[src/rtl/seq_alu_pkg.sv]
// alu_pkg: shared opcode encodings and FSM state type for the sequential ALU
// (seq_alu) and its iterative multiply/divide datapath (seq_muldiv).
package alu_pkg;

  localparam logic [2:0] OP_AND = 3'b000;
  localparam logic [2:0] OP_OR  = 3'b001;
  localparam logic [2:0] OP_ADD = 3'b010;
  localparam logic [2:0] OP_SUB = 3'b011;
  localparam logic [2:0] OP_MUL = 3'b100;
  localparam logic [2:0] OP_DIV = 3'b101;
  localparam logic [2:0] OP_SHL = 3'b110;
  localparam logic [2:0] OP_SHR = 3'b111;

  typedef enum logic [1:0] {
    IDLE = 2'd0,
    CALC = 2'd1,
    DONE = 2'd2
  } state_t;

endpackage

[src/rtl/seq_muldiv.sv]
// seq_muldiv: iterative unsigned multiply (shift-add) / divide (restoring),
// one step per clock for W steps after a load.
//   clk, rst : clock, synchronous active-high reset
//   load     : capture a, b, is_div and start a W-step run
//   is_div   : 1 = divide a/b, 0 = multiply a*b
//   a, b     : operands
//   lo, hi   : value of the working registers AFTER the current step
//              (MUL: product low/high halves, DIV: quotient/remainder)
//   fin      : the current step is the last one; lo/hi are final this cycle
module seq_muldiv #(
  parameter int unsigned W  = 4,
  parameter int unsigned CW = $clog2(W) + 1
) (
  input  logic         clk,
  input  logic         rst,
  input  logic         load,
  input  logic         is_div,
  input  logic [W-1:0] a,
  input  logic [W-1:0] b,
  output logic [W-1:0] lo,
  output logic [W-1:0] hi,
  output logic         fin
);
  import alu_pkg::*;

  logic [W-1:0]  lo_q;    // MUL: multiplier shifting out; DIV: dividend -> quotient
  logic [W-1:0]  hi_q;    // MUL: partial product high half; DIV: remainder
  logic [W-1:0]  opnd_q;  // MUL: multiplicand; DIV: divisor
  logic          div_q;
  logic          run_q;
  logic [CW-1:0] cnt_q;

  logic [W:0] sum;
  logic [W:0] shifted;

  // Outputs are the next-step values so the owner can register the final
  // result on the same edge the last step completes, keeping latency at W+1.
  always_comb begin
    lo      = '0;
    hi      = '0;
    sum     = '0;
    shifted = '0;
    if (div_q) begin
      shifted = {hi_q, lo_q[W-1]};
      if (shifted >= {1'b0, opnd_q}) begin
        // Remainder after a successful subtract is < divisor, so W bits suffice.
        hi = shifted[W-1:0] - opnd_q;
        lo = {lo_q[W-2:0], 1'b1};
      end else begin
        hi = shifted[W-1:0];
        lo = {lo_q[W-2:0], 1'b0};
      end
    end else begin
      sum      = {1'b0, hi_q} + (lo_q[0] ? {1'b0, opnd_q} : '0);
      {hi, lo} = {sum, lo_q[W-1:1]};
    end
  end

  assign fin = run_q && (cnt_q == '0);

  always_ff @(posedge clk) begin
    if (rst) begin
      lo_q   <= '0;
      hi_q   <= '0;
      opnd_q <= '0;
      div_q  <= 1'b0;
      run_q  <= 1'b0;
      cnt_q  <= '0;
    end else if (load) begin
      lo_q   <= is_div ? a : b;
      opnd_q <= is_div ? b : a;
      hi_q   <= '0;
      div_q  <= is_div;
      run_q  <= 1'b1;
      cnt_q  <= CW'(W - 1);
    end else if (run_q) begin
      lo_q <= lo;
      hi_q <= hi;
      if (cnt_q == '0) begin
        run_q <= 1'b0;
      end else begin
        cnt_q <= cnt_q - 1'b1;
      end
    end
  end

endmodule

[src/rtl/seq_alu.sv]
// seq_alu: clocked ALU with start/done handshake. Single-cycle ops finish
// two edges after start; MUL/DIV iterate W cycles in seq_muldiv.
//   clk, rst : clock, synchronous active-high reset
//   start    : request, sampled only when idle (op, a, b latched with it)
//   op, a, b : opcode and unsigned operands
//   busy     : high whenever the FSM is not idle
//   done     : one-cycle pulse; result/flags valid from this cycle
//   result   : registered result, held until the next operation completes
//   carry    : carry / borrow / multiply overflow / shifted-out bit
//   zero     : result == 0
//   err      : divide by zero
module seq_alu #(
  parameter int unsigned W  = 4,
  parameter int unsigned CW = $clog2(W) + 1
) (
  input  logic         clk,
  input  logic         rst,
  input  logic         start,
  input  logic [2:0]   op,
  input  logic [W-1:0] a,
  input  logic [W-1:0] b,
  output logic         busy,
  output logic         done,
  output logic [W-1:0] result,
  output logic         carry,
  output logic         zero,
  output logic         err
);
  import alu_pkg::*;

  state_t       state_q;
  logic [2:0]   op_q;
  logic [W-1:0] a_q;
  logic [W-1:0] b_q;

  logic         md_load;
  logic [W-1:0] md_lo;
  logic [W-1:0] md_hi;
  logic         md_fin;

  logic [W-1:0] sc_res;
  logic         sc_carry;
  logic [W:0]   wide;

  // Divide by zero never starts the iterative datapath.
  assign md_load = (state_q == IDLE) && start &&
                   ((op == OP_MUL) || ((op == OP_DIV) && (b != '0)));

  seq_muldiv #(
    .W  (W),
    .CW (CW)
  ) u_muldiv (
    .clk    (clk),
    .rst    (rst),
    .load   (md_load),
    .is_div (op == OP_DIV),
    .a      (a),
    .b      (b),
    .lo     (md_lo),
    .hi     (md_hi),
    .fin    (md_fin)
  );

  always_comb begin
    sc_res   = '0;
    sc_carry = 1'b0;
    wide     = '0;
    case (op_q)
      OP_AND: sc_res = a_q & b_q;
      OP_OR:  sc_res = a_q | b_q;
      OP_ADD: begin
        wide     = {1'b0, a_q} + {1'b0, b_q};
        sc_res   = wide[W-1:0];
        sc_carry = wide[W];
      end
      OP_SUB: begin
        // Bit W of the extended difference is the borrow (a < b).
        wide     = {1'b0, a_q} - {1'b0, b_q};
        sc_res   = wide[W-1:0];
        sc_carry = wide[W];
      end
      OP_SHL: begin
        sc_res   = {a_q[W-2:0], 1'b0};
        sc_carry = a_q[W-1];
      end
      OP_SHR: begin
        sc_res   = {1'b0, a_q[W-1:1]};
        sc_carry = a_q[0];
      end
      default: ;
    endcase
  end

  always_ff @(posedge clk) begin
    if (rst) begin
      state_q <= IDLE;
      op_q    <= '0;
      a_q     <= '0;
      b_q     <= '0;
      busy    <= 1'b0;
      done    <= 1'b0;
      result  <= '0;
      carry   <= 1'b0;
      zero    <= 1'b0;
      err     <= 1'b0;
    end else begin
      case (state_q)
        IDLE: begin
          done <= 1'b0;
          if (start) begin
            op_q    <= op;
            a_q     <= a;
            b_q     <= b;
            busy    <= 1'b1;
            state_q <= CALC;
          end
        end
        CALC: begin
          if ((op_q == OP_DIV) && (b_q == '0)) begin
            result  <= '1;
            carry   <= 1'b0;
            zero    <= 1'b0;
            err     <= 1'b1;
            done    <= 1'b1;
            state_q <= DONE;
          end else if ((op_q == OP_MUL) || (op_q == OP_DIV)) begin
            if (md_fin) begin
              result  <= md_lo;
              carry   <= (op_q == OP_MUL) && (|md_hi);
              zero    <= (md_lo == '0);
              err     <= 1'b0;
              done    <= 1'b1;
              state_q <= DONE;
            end
          end else begin
            result  <= sc_res;
            carry   <= sc_carry;
            zero    <= (sc_res == '0);
            err     <= 1'b0;
            done    <= 1'b1;
            state_q <= DONE;
          end
        end
        DONE: begin
          done    <= 1'b0;
          busy    <= 1'b0;
          state_q <= IDLE;
        end
        default: begin
          done    <= 1'b0;
          busy    <= 1'b0;
          state_q <= IDLE;
        end
      endcase
    end
  end

endmodule

[config.mk]
export PLATFORM = sky130hd
export DESIGN_NAME = seq_alu
export DESIGN_NICKNAME = d
export VERILOG_FILES = /design/src/rtl/seq_alu_pkg.sv /design/src/rtl/seq_muldiv.sv /design/src/rtl/seq_alu.sv
export SDC_FILE = /design/constraint.sdc
export NUM_CORES = 1
export LEC_CHECK = 0
export ABC_AREA = 0
export CAP_MARGIN = 20
export CORE_MARGIN = 2
export CORE_UTILIZATION = 45
export DETAILED_ROUTE_END_ITERATION = 10
export SETUP_SLACK_MARGIN = 0.2
export SYNTH_ARGS = -nofsm -noshare
export SYNTH_HDL_FRONTEND = slang
export SYNTH_SLANG_ARGS = --single-unit
[constraint.sdc]
create_clock -name clk -period 2.6 [get_ports clk]
set_input_delay 0.39 -clock clk [delete_from_list [all_inputs] [get_ports clk]]
set_output_delay 0.39 -clock clk [all_outputs]
set_load 0.005 [all_outputs]
* After elaboration in Yosys (flattened, before gate mapping)
Index checks and enable logic that the tools add are counted.
Storage, ports and cells: register bits after elaboration 39, latch bits 0, RAM bits 0, bits in read-only memories 0, input bits 14, output and inout bits 9, logic and storage cells 105, memories 0
Operators by class: add/sub/neg operators 5, multiply operators 0, divide/modulo/power cells 0, order comparisons 1, equality and inequality tests 14, shifts and indexed selects 0, muxes and demuxes 39, bitwise gates (word level) 4, reductions and logical operators 25
Operators by type and width (number):
- $mux W4 | 11
- $pmux W4 S6 | 1
- $eq A3 B3 Y1 const B | 6
- $mux W1 | 17
- $mux W2 | 7
- $logic_not A4 Y1 | 3
- $reduce_and A2 Y1 | 6
- $eq A3 B2 Y1 const B | 2
- $logic_and A1 B1 Y1 | 6
- $logic_not A3 Y1 | 2
- $add A4 B4 Y5 | 1
- $add A4 B5 Y5 | 1
- $ge A5 B4 Y1 | 1
- $sub A4 B4 Y5 | 1
- $and A4 B4 Y4 | 1
- $ne A2 B2 Y1 const B | 2
- $ne A4 B4 Y1 const B | 1
- $or A4 B4 Y4 | 1
- $pmux W1 S4 | 1
- $pmux W2 S2 | 1
- $reduce_bool A4 Y1 | 1
- $reduce_or A2 Y1 | 2
- $reduce_or A4 Y1 | 1
- $sub A4 B4 Y4 | 1
- 9 further kinds | 11

* Depth between registers and ports, before layout
Gate-level depths: netlist of the first run.
depth after elaboration 8, depth in mapped cells 10, gate-level depth less buffers 10

* By module
A second synthesis of the first run with hierarchy kept.
Second synthesis, totals: cells, all modules 344, area, all modules 2802.7 um2
By module, submodules not included:
- seq_alu | times used 1, cells an instance 187, area each 1541.5 um2, seq. area each 440.4 um2
- seq_muldiv | times used 1, cells an instance 157, area each 1261.2 um2, seq. area each 340.3 um2

* Worst setup path before layout of the first run
OpenSTA, ideal clock, no wires.
path kind reg-to-reg, from register a_q[1], to register result[3], setup time 0.120 ns, data arrival time 2.073 ns, required time 2.480 ns, path slack 0.408 ns, stages on the path, launching flop included 8, buffers on the path 0, period minus slack after synthesis 2.192 ns, cells stage by stage dfxtp_1 > inv_1 > ha_1 > a21o_1 > a211o_1 > and4b_1 > or3_1 > o31a_1
Between the ends: word-level cells in the longest chain between the ends 4, elaborated cells between the ends (all ways) 5, those cells by class add/sub (2); mux (3)
RTL lines:
- start: declaration | RTL line seq_alu.sv:33 | logic [W-1:0] a_q;
- start signal: assignment | RTL line seq_alu.sv:98 | a_q <= '0;
- start signal: assignment | RTL line seq_alu.sv:112 | a_q <= a;
- $sub A4 B4 Y5 / $add A4 B4 Y5 (equally long branches) | RTL line seq_alu.sv:78, seq_alu.sv:72
- $pmux W4 S6 * | RTL line seq_alu.sv:68 | case (op_q)
- $mux W4 * | RTL line seq_alu.sv:126 | end else if ((op_q == OP_MUL) || (op_q == OP_DIV)) begin
- $mux W4 * | RTL line seq_alu.sv:119 | if ((op_q == OP_DIV) && (b_q == '0)) begin
- end signal: assignment | RTL line seq_alu.sv:128 | result <= md_lo;
- end signal: assignment | RTL line seq_alu.sv:136 | result <= sc_res;
- end: declaration | RTL line seq_alu.sv:24 | output logic [W-1:0] result,
Mark *: on every way between the ends. The rest lies on a longest branch, timed or not. A chain may end at the register's enable or synchronous reset.

* Worst setup path in the final report of the first run
from register b_q[1], to register result[3]
Between the ends: word-level cells in the longest chain between the ends 4, elaborated cells between the ends (all ways) 9, those cells by class add/sub (2); eq/ne (1); mux (3); reduce/logical (3)
RTL lines:
- start: declaration | RTL line seq_alu.sv:34 | logic [W-1:0] b_q;
- start signal: assignment | RTL line seq_alu.sv:99 | b_q <= '0;
- start signal: assignment | RTL line seq_alu.sv:113 | b_q <= b;
- $sub A4 B4 Y5, or another cell as far along | RTL line seq_alu.sv:78 | wide = {1'b0, a_q} - {1'b0, b_q};
- $pmux W4 S6 / $logic_and A1 B1 Y1 (equally long branches) | RTL line seq_alu.sv:68, seq_alu.sv:119
- $mux W4 / $ne A3 B3 Y1 (equally long branches)
- $mux W4 / $reduce_and A2 Y1 (equally long branches)
Several ways; a longest one is shown, not always the timed one.

==> flow_summary.yaml, run 1 <==
status:
  outcome: "finished, final reports clean"
sta:
  clock_skew_ns: 0.00553
  grt_setup_unrepaired: "no"
  max_slew_margin_pct: 67.9
  fin_crit_ns: 2.22
  drv_slew: 0
  worst_slew_pin_slew_ns: 0.480
  finalSetupTns_ns: 0
  timing.fmax_mhz: 451
  setup_viol: 0
  finalHoldWorstSlack_ns: 0.456
  finalCritPeriodShare_pct: 85.4
  finalHoldViolations: 0
critical_path:
  crit_arrival_ns: 2.40
  cpMaxStageDelayCell: "dfxtp_1"
  reg2reg_depth: 7
  worst-setup-path-type: "reg -> reg"
  cp-start-kind: "register"
  slowest_delay_ns: 0.38
  rrSetupSlack_ns: 0.38
  crit_required_ns: 2.78
  cp-end-kind: "register"
  cp_max_fo: 4
  worstPathCellList: "inv_1, ha_1, a21o_1, a211o_1, and4b_1, or3_1, o31a_1"
synth:
  yosys_warnings: 0
  yosys.area.top_type: "dfxtp_1"
  synth_seq_area_share_pct: 29.0
  synth-main-ff-cell: "dfxtp_1"
  syn_inst: 345
  avgSynthCellArea_um2: 7.81
  synth_cell_types: 50
  synth.top_cells.by_area: "dfxtp_1 (29%), ha_1 (10%), a21oi_1 (7.6%), mux2i_1 (6.7%), nor2_1 (5.2%)"
  ys_ff_latch: 39
  netlist_area_um2: 2690
  yosysMostFrequentCell: "a21oi_1"
  netlist.area_leader.share_pct: 29.0
  synth_edf_count: 0
  ys_async_sr_fraction_pct: 0
  synth_common_cells: "a21oi_1 (41), dfxtp_1 (39), nor2_1 (37)"
  syn_nets: 385
power_and_ir_drop:
  p_leak_nw: 1.28
  seqPwrFrac_pct: 44.0
  switching_share_pct: 29.1
  total_power_w: 0.00150
  pwr-share-comb_pct: 22.4
  p_switching_w: 0.000437
  intPower_w: 0.00106
  powerDensity_nw_per_um2: 479
  pwr-share-clk_pct: 33.5
  ir_drop_v: 0.000259
clock_network:
  h-tree-depth: 2
  post-cts-setup-buffer-count: 0
  cts-root-buf: "clkbuf_8"
  cts-resized-gates: 0
  cts.clk_slew.worst_paths_ns: 0.08
  cts-root-to-sink-buffers: 2
  clock-sinks: 39
  cts_tree: "built"
  clk_latency_ns: 0.29
  numCtsBuffers: 5
  hold_buffers: 0
grt:
  grt_antenna_before_repair: 0
  grt_pass1_wl_um: 10500
  grt_max_degree: 40
  grt_overflow: 0
  grt_pass1_vias: 2209
  grt_util_all_layers_pct: 20.6
die:
  fp-row-count: 28
  dieArea_um2: 6620
  initial_core_util_pct: 46.0
  dieHeight_um: 81.4
  die_w_um: 81.4
  design.core.area_um2: 5850
  io-pin-count: 23
hold_path:
  hold_class: "reg -> reg"
  hold_depth: 2
final_layout:
  layout-drive-gt1-share_pct: 6.30
  fin_cells: 440
  nFillCells: 561
  final_nets: 405
  syn_to_final_growth_pct: 16.1
  n_antenna_cell: 0
  fin_util_pct: 53.4
detailed_routing:
  drcViolationCount: 0
  wl_per_cell_um: 14.4
  drtAntennaViolNets: 0
  drt-total-wl_um: 6330
  via_per_inst: 5.34
  dr.pass1.iters: 4
  vias: 2351
  drtIter0Drc: 153
placement:
  dp_cells: 433
  routabilityCongestion: 0.869
  hpwlAfterDp_um: 4940
  port-buffer-count: 22
job:
  cap_viol_max_count: 0
[cell families after synthesis]
family,after synthesis,share of synthesized area (%)
AO/OA/AOI/OAI,88,20.2
multiplexers,19,7.11
buffers and inverters,44,6.36
flip-flops,39,29.0
XOR/XNOR,6,1.95
adder cells (fa/ha/maj),26,13.2
AND/OR/NAND/NOR,123,22.2
[state kept, by name, summed over array words and instances, names as in the netlist]
signal and cells:
result 4, done 1, zero 1, busy 1, op_q 3, u_muldiv.hi_q 4, u_muldiv.lo_q 4, b_q 4
state_q 2, err 1, u_muldiv.opnd_q 4, u_muldiv.cnt_q 3, u_muldiv.div_q 1, carry 1, u_muldiv.run_q 1, a_q 4
[power groups by stage]
stage,registers [W],clock network [W],logic (W)
final,0.000660,0.000503,0.000336
after global routing,0.000665,0.000529,0.000380
after CTS,0.000660,0.000514,0.000338
after detailed placement,0.000675,0,0.000337
after global placement,0.000673,0,0.000335
after floorplan,0.000666,0,0.000228
[layout by cell type, fill, tap and decap left out, drive strengths merged, types with 2 or more instances in the layout]
cell type and n:
nor2 37, clkdlybuf4s50 22, ha 22, nor3 13, nor2b 7, a21oi 42, a2111oi 2, dfxtp 39
xnor2 3, a211oi 11, nand3b 4, mux2i 18, and2 7, buf 9, clkbuf 5, a21o 5
nor4 2, o21a 2, a31oi 2, fa 4, nand4b 2, nand3 3, xor2 3, inv 26
nand2b 8, o21ai 13, a221oi 2, a31o 2, nand2 33
[path summary, 6_finish.rpt]
kind          start         to
max          b_q[1]  result[3]
min            zero       zero
max reg2reg  b_q[1]  result[3]
min reg2reg    zero       zero
[critical path, delay by kind of cell, from the launching register on]
| family | cells | cell delay (ns) |
|---|---|---|
| adder cells (fa/ha/maj) | 1 | 0.31 |
| AND/OR/NAND/NOR | 2 | 0.54 |
| AO/OA/AOI/OAI | 3 | 0.76 |
| flip-flops | 1 | 0.38 |
| buffers and inverters | 1 | 0.13 |
[final cells by class]
class | instances | area (um^2) | area share, %
Clock inverter | 2 | 37.5 | 1.20
Timing Repair Buffer | 31 | 300 | 9.60
Inverter | 26 | 97.6 | 3.12
Multi-Input combinational cell | 262 | 1750 | 55.9
Tap cell | 75 | 93.8 | 3.00
Sequential cell | 39 | 781 | 25.0
Clock buffer | 5 | 68.8 | 2.20
[through the flow]
| stage | cell area (um^2) | setup slack [ns] |
|---|---|---|
| after global placement | 3020 | 0.425 |
| after floorplan | 2690 | 0.408 |
| after global routing | 3130 | 0.201 |
| after detailed placement | 3020 | 0.374 |
| final | 3130 | 0.381 |
| after CTS | 3130 | 0.352 |
[per-layer routing]
metal	part of all wire [%]	wire length [um]	vias to the layer above	track usage, %
met1	52	3280	1060	30.3
met4	1.6	99	0	5.93
met5	0	0	-	0
met2	43	2740	44	30.8
met3	3.3	210	10	3.33
li1	-	-	1237	-
No activity file was read; power rests on OpenSTA's default activity.
==> run 2, diff against run 1 <==
--- a/config.mk
+++ b/config.mk
@@ -6,7 +6,6 @@
 export NUM_CORES = 1
 export LEC_CHECK = 0
 export ABC_AREA = 0
-export CAP_MARGIN = 20
 export CORE_MARGIN = 2
 export CORE_UTILIZATION = 45
 export DETAILED_ROUTE_END_ITERATION = 10
==> results of run 2 <==
No change in the layout: final DEF, timing and power equal those of run 1.
==> run 3, diff against run 2 <==
--- a/config.mk
+++ b/config.mk
@@ -6,10 +6,10 @@
 export NUM_CORES = 1
 export LEC_CHECK = 0
 export ABC_AREA = 0
-export CORE_MARGIN = 2
 export CORE_UTILIZATION = 45
 export DETAILED_ROUTE_END_ITERATION = 10
-export SETUP_SLACK_MARGIN = 0.2
+export PLACE_DENSITY = 0.63
+export SETUP_SLACK_MARGIN = 0.3
 export SYNTH_ARGS = -nofsm -noshare
 export SYNTH_HDL_FRONTEND = slang
 export SYNTH_SLANG_ARGS = --single-unit
==> flow_summary.yaml, run 3 (synthesis results as in run 1) <==
critical_path:
  cp-start-kind: "register"
  cp_max_fo: 7
  worst-setup-path-type: "reg -> reg"
  reg2reg_depth: 7
  crit_arrival_ns: 2.36
  rrSetupSlack_ns: 0.42
  regToRegStartpoint: "a_q[1]"
  cp-endpoint: "result[3]"
  cp-end-kind: "register"
  timing.rr.end: "result[3]"
  crit_required_ns: 2.78
  crit_start: "a_q[1]"
grt:
  grt_overflow: 0
  grt_max_degree: 38
  grt_pass1_vias: 2257
  grt_pass1_wl_um: 10800
  grt_antenna_before_repair: 0
  grt_util_all_layers_pct: 22.0
placement:
  hpwlAfterDp_um: 4800
  port-buffer-count: 22
  routabilityCongestion: 0.833
  dp_cells: 428
  place_ws_ns: 0.287
sta:
  timing.fmax_mhz: 459
  finalHoldViolations: 0
  clock_skew_ns: 0.00529
  setup_viol: 0
  finalSetupTns_ns: 0
  fin_ws_ns: 0.420
  drv_slew: 0
  grt_setup_unrepaired: "no"
  max_slew_margin_pct: 67.5
  finalCritPeriodShare_pct: 83.8
  finalHoldWorstSlack_ns: 0.461
  fin_crit_ns: 2.18
  worst_slew_pin_slew_ns: 0.486
final_layout:
  layout-drive-gt1-share_pct: 7.16
  n_antenna_cell: 0
  final_cell_mix: "a21oi_1 (41), nor2_1 (37), dfxtp_1 (35)"
  syn_to_final_growth_pct: 15.5
  fin_cells: 435
  final_nets: 403
  final_common_cell: "a21oi_1"
detailed_routing:
  dr.pass1.iters: 4
  drtIter0Drc: 149
  wl_per_cell_um: 14.4
  via_per_inst: 5.49
  drt-total-wl_um: 6260
  drtAntennaViolNets: 0
  vias: 2388
  drcViolationCount: 0
clock_network:
  cts-root-buf: "clkbuf_8"
  clock-sinks: 39
  h-tree-depth: 2
  cts_tree: "built"
  numCtsBuffers: 5
  cts-root-to-sink-buffers: 2
  clk_latency_ns: 0.29
  cts.clk_slew.worst_paths_ns: 0.08
  hold_buffers: 0
die:
  dieArea_um2: 6300
  die_w_um: 79.4
  fp-row-count: 27
  initial_core_util_pct: 47.7
  design.core.area_um2: 5640
  dieHeight_um: 79.4
  io-pin-count: 23
status:
  outcome: "finished, final reports clean"
job:
  cap_viol_max_count: 0
hold_path:
  hold_class: "reg -> reg"
power_and_ir_drop:
  ir_drop_v: 0.000296
  powerDensity_nw_per_um2: 479
  p_leak_nw: 1.27
-- run 3: routing by layer --
layer  global-route usage, %  vias up  share of wire, %
met5                       0        -                 0
met4                    4.91        0              0.82
met3                    3.43        5               3.8
met2                    34.7       53                44
met1                    31.4     1100                52
li1                        -     1230                 -
-- run 3: report_power, final --
| part | total, W | internal, W | switching [W] |
|---|---|---|---|
| Combinational | 0.000329 | 0.000147 | 0.000182 |
| Clock | 0.000494 | 0.000280 | 0.000214 |
| Sequential | 0.000665 | 0.000631 | 0.0000345 |
| Total | 0.00149 | 0.00106 | 0.000430 |
-- run 3: worst max-delay path: stages, from the launching register on --
cell,delay (ns)
dfxtp_4,0.39
inv_1,0.08
ha_1,0.31
a21o_1,0.19
a211o_1,0.29
and4b_1,0.18
or3_1,0.36
o31a_1,0.28
-- run 3: worst min-delay path by stage --
stage	slack [ns]	cells after the start	from	to
after CTS	0.47	2	zero	zero
after global placement	0.45	2	done	done
after detailed placement	0.45	2	done	done
final	0.46	2	done	done
after global routing	0.48	2	zero	zero
after floorplan	0.44	2	zero	zero
-- run 3: timing repair --
| action | 4_1_cts | 5_1_grt |
|---|---|---|
| endpoints found under the setup margin | 2 | 4 |
| gates resized for setup | 1 | 6 |
| endpoints found under the hold margin | 0 | 0 |
| buffers inserted | 0 | 0 |
-- run 3: area by class of cell --
class                           count  area (um^2)
Sequential cell                    39          788
Inverter                           26         97.6
Clock buffer                        5         68.8
Timing Repair Buffer               29          273
Multi-Input combinational cell    262         1760
Fill cell                         545         2530
Tap cell                           72         90.1
Clock inverter                      2         37.5
-- run 3: through the flow --
stage / area (um^2) / utilization (%) / power [W]
6_report: 3110 / 55.1 / 0.00149
5_1_grt: 3110 / 55.1 / 0.00158
4_1_cts: 3100 / 54.9 / 0.00150
3_5_place_dp: 2990 / 53.0 / 0.00100
3_3_place_gp: 2990 / 53.0 / 0.00100
2_1_floorplan: 2690 / - / 0.000894
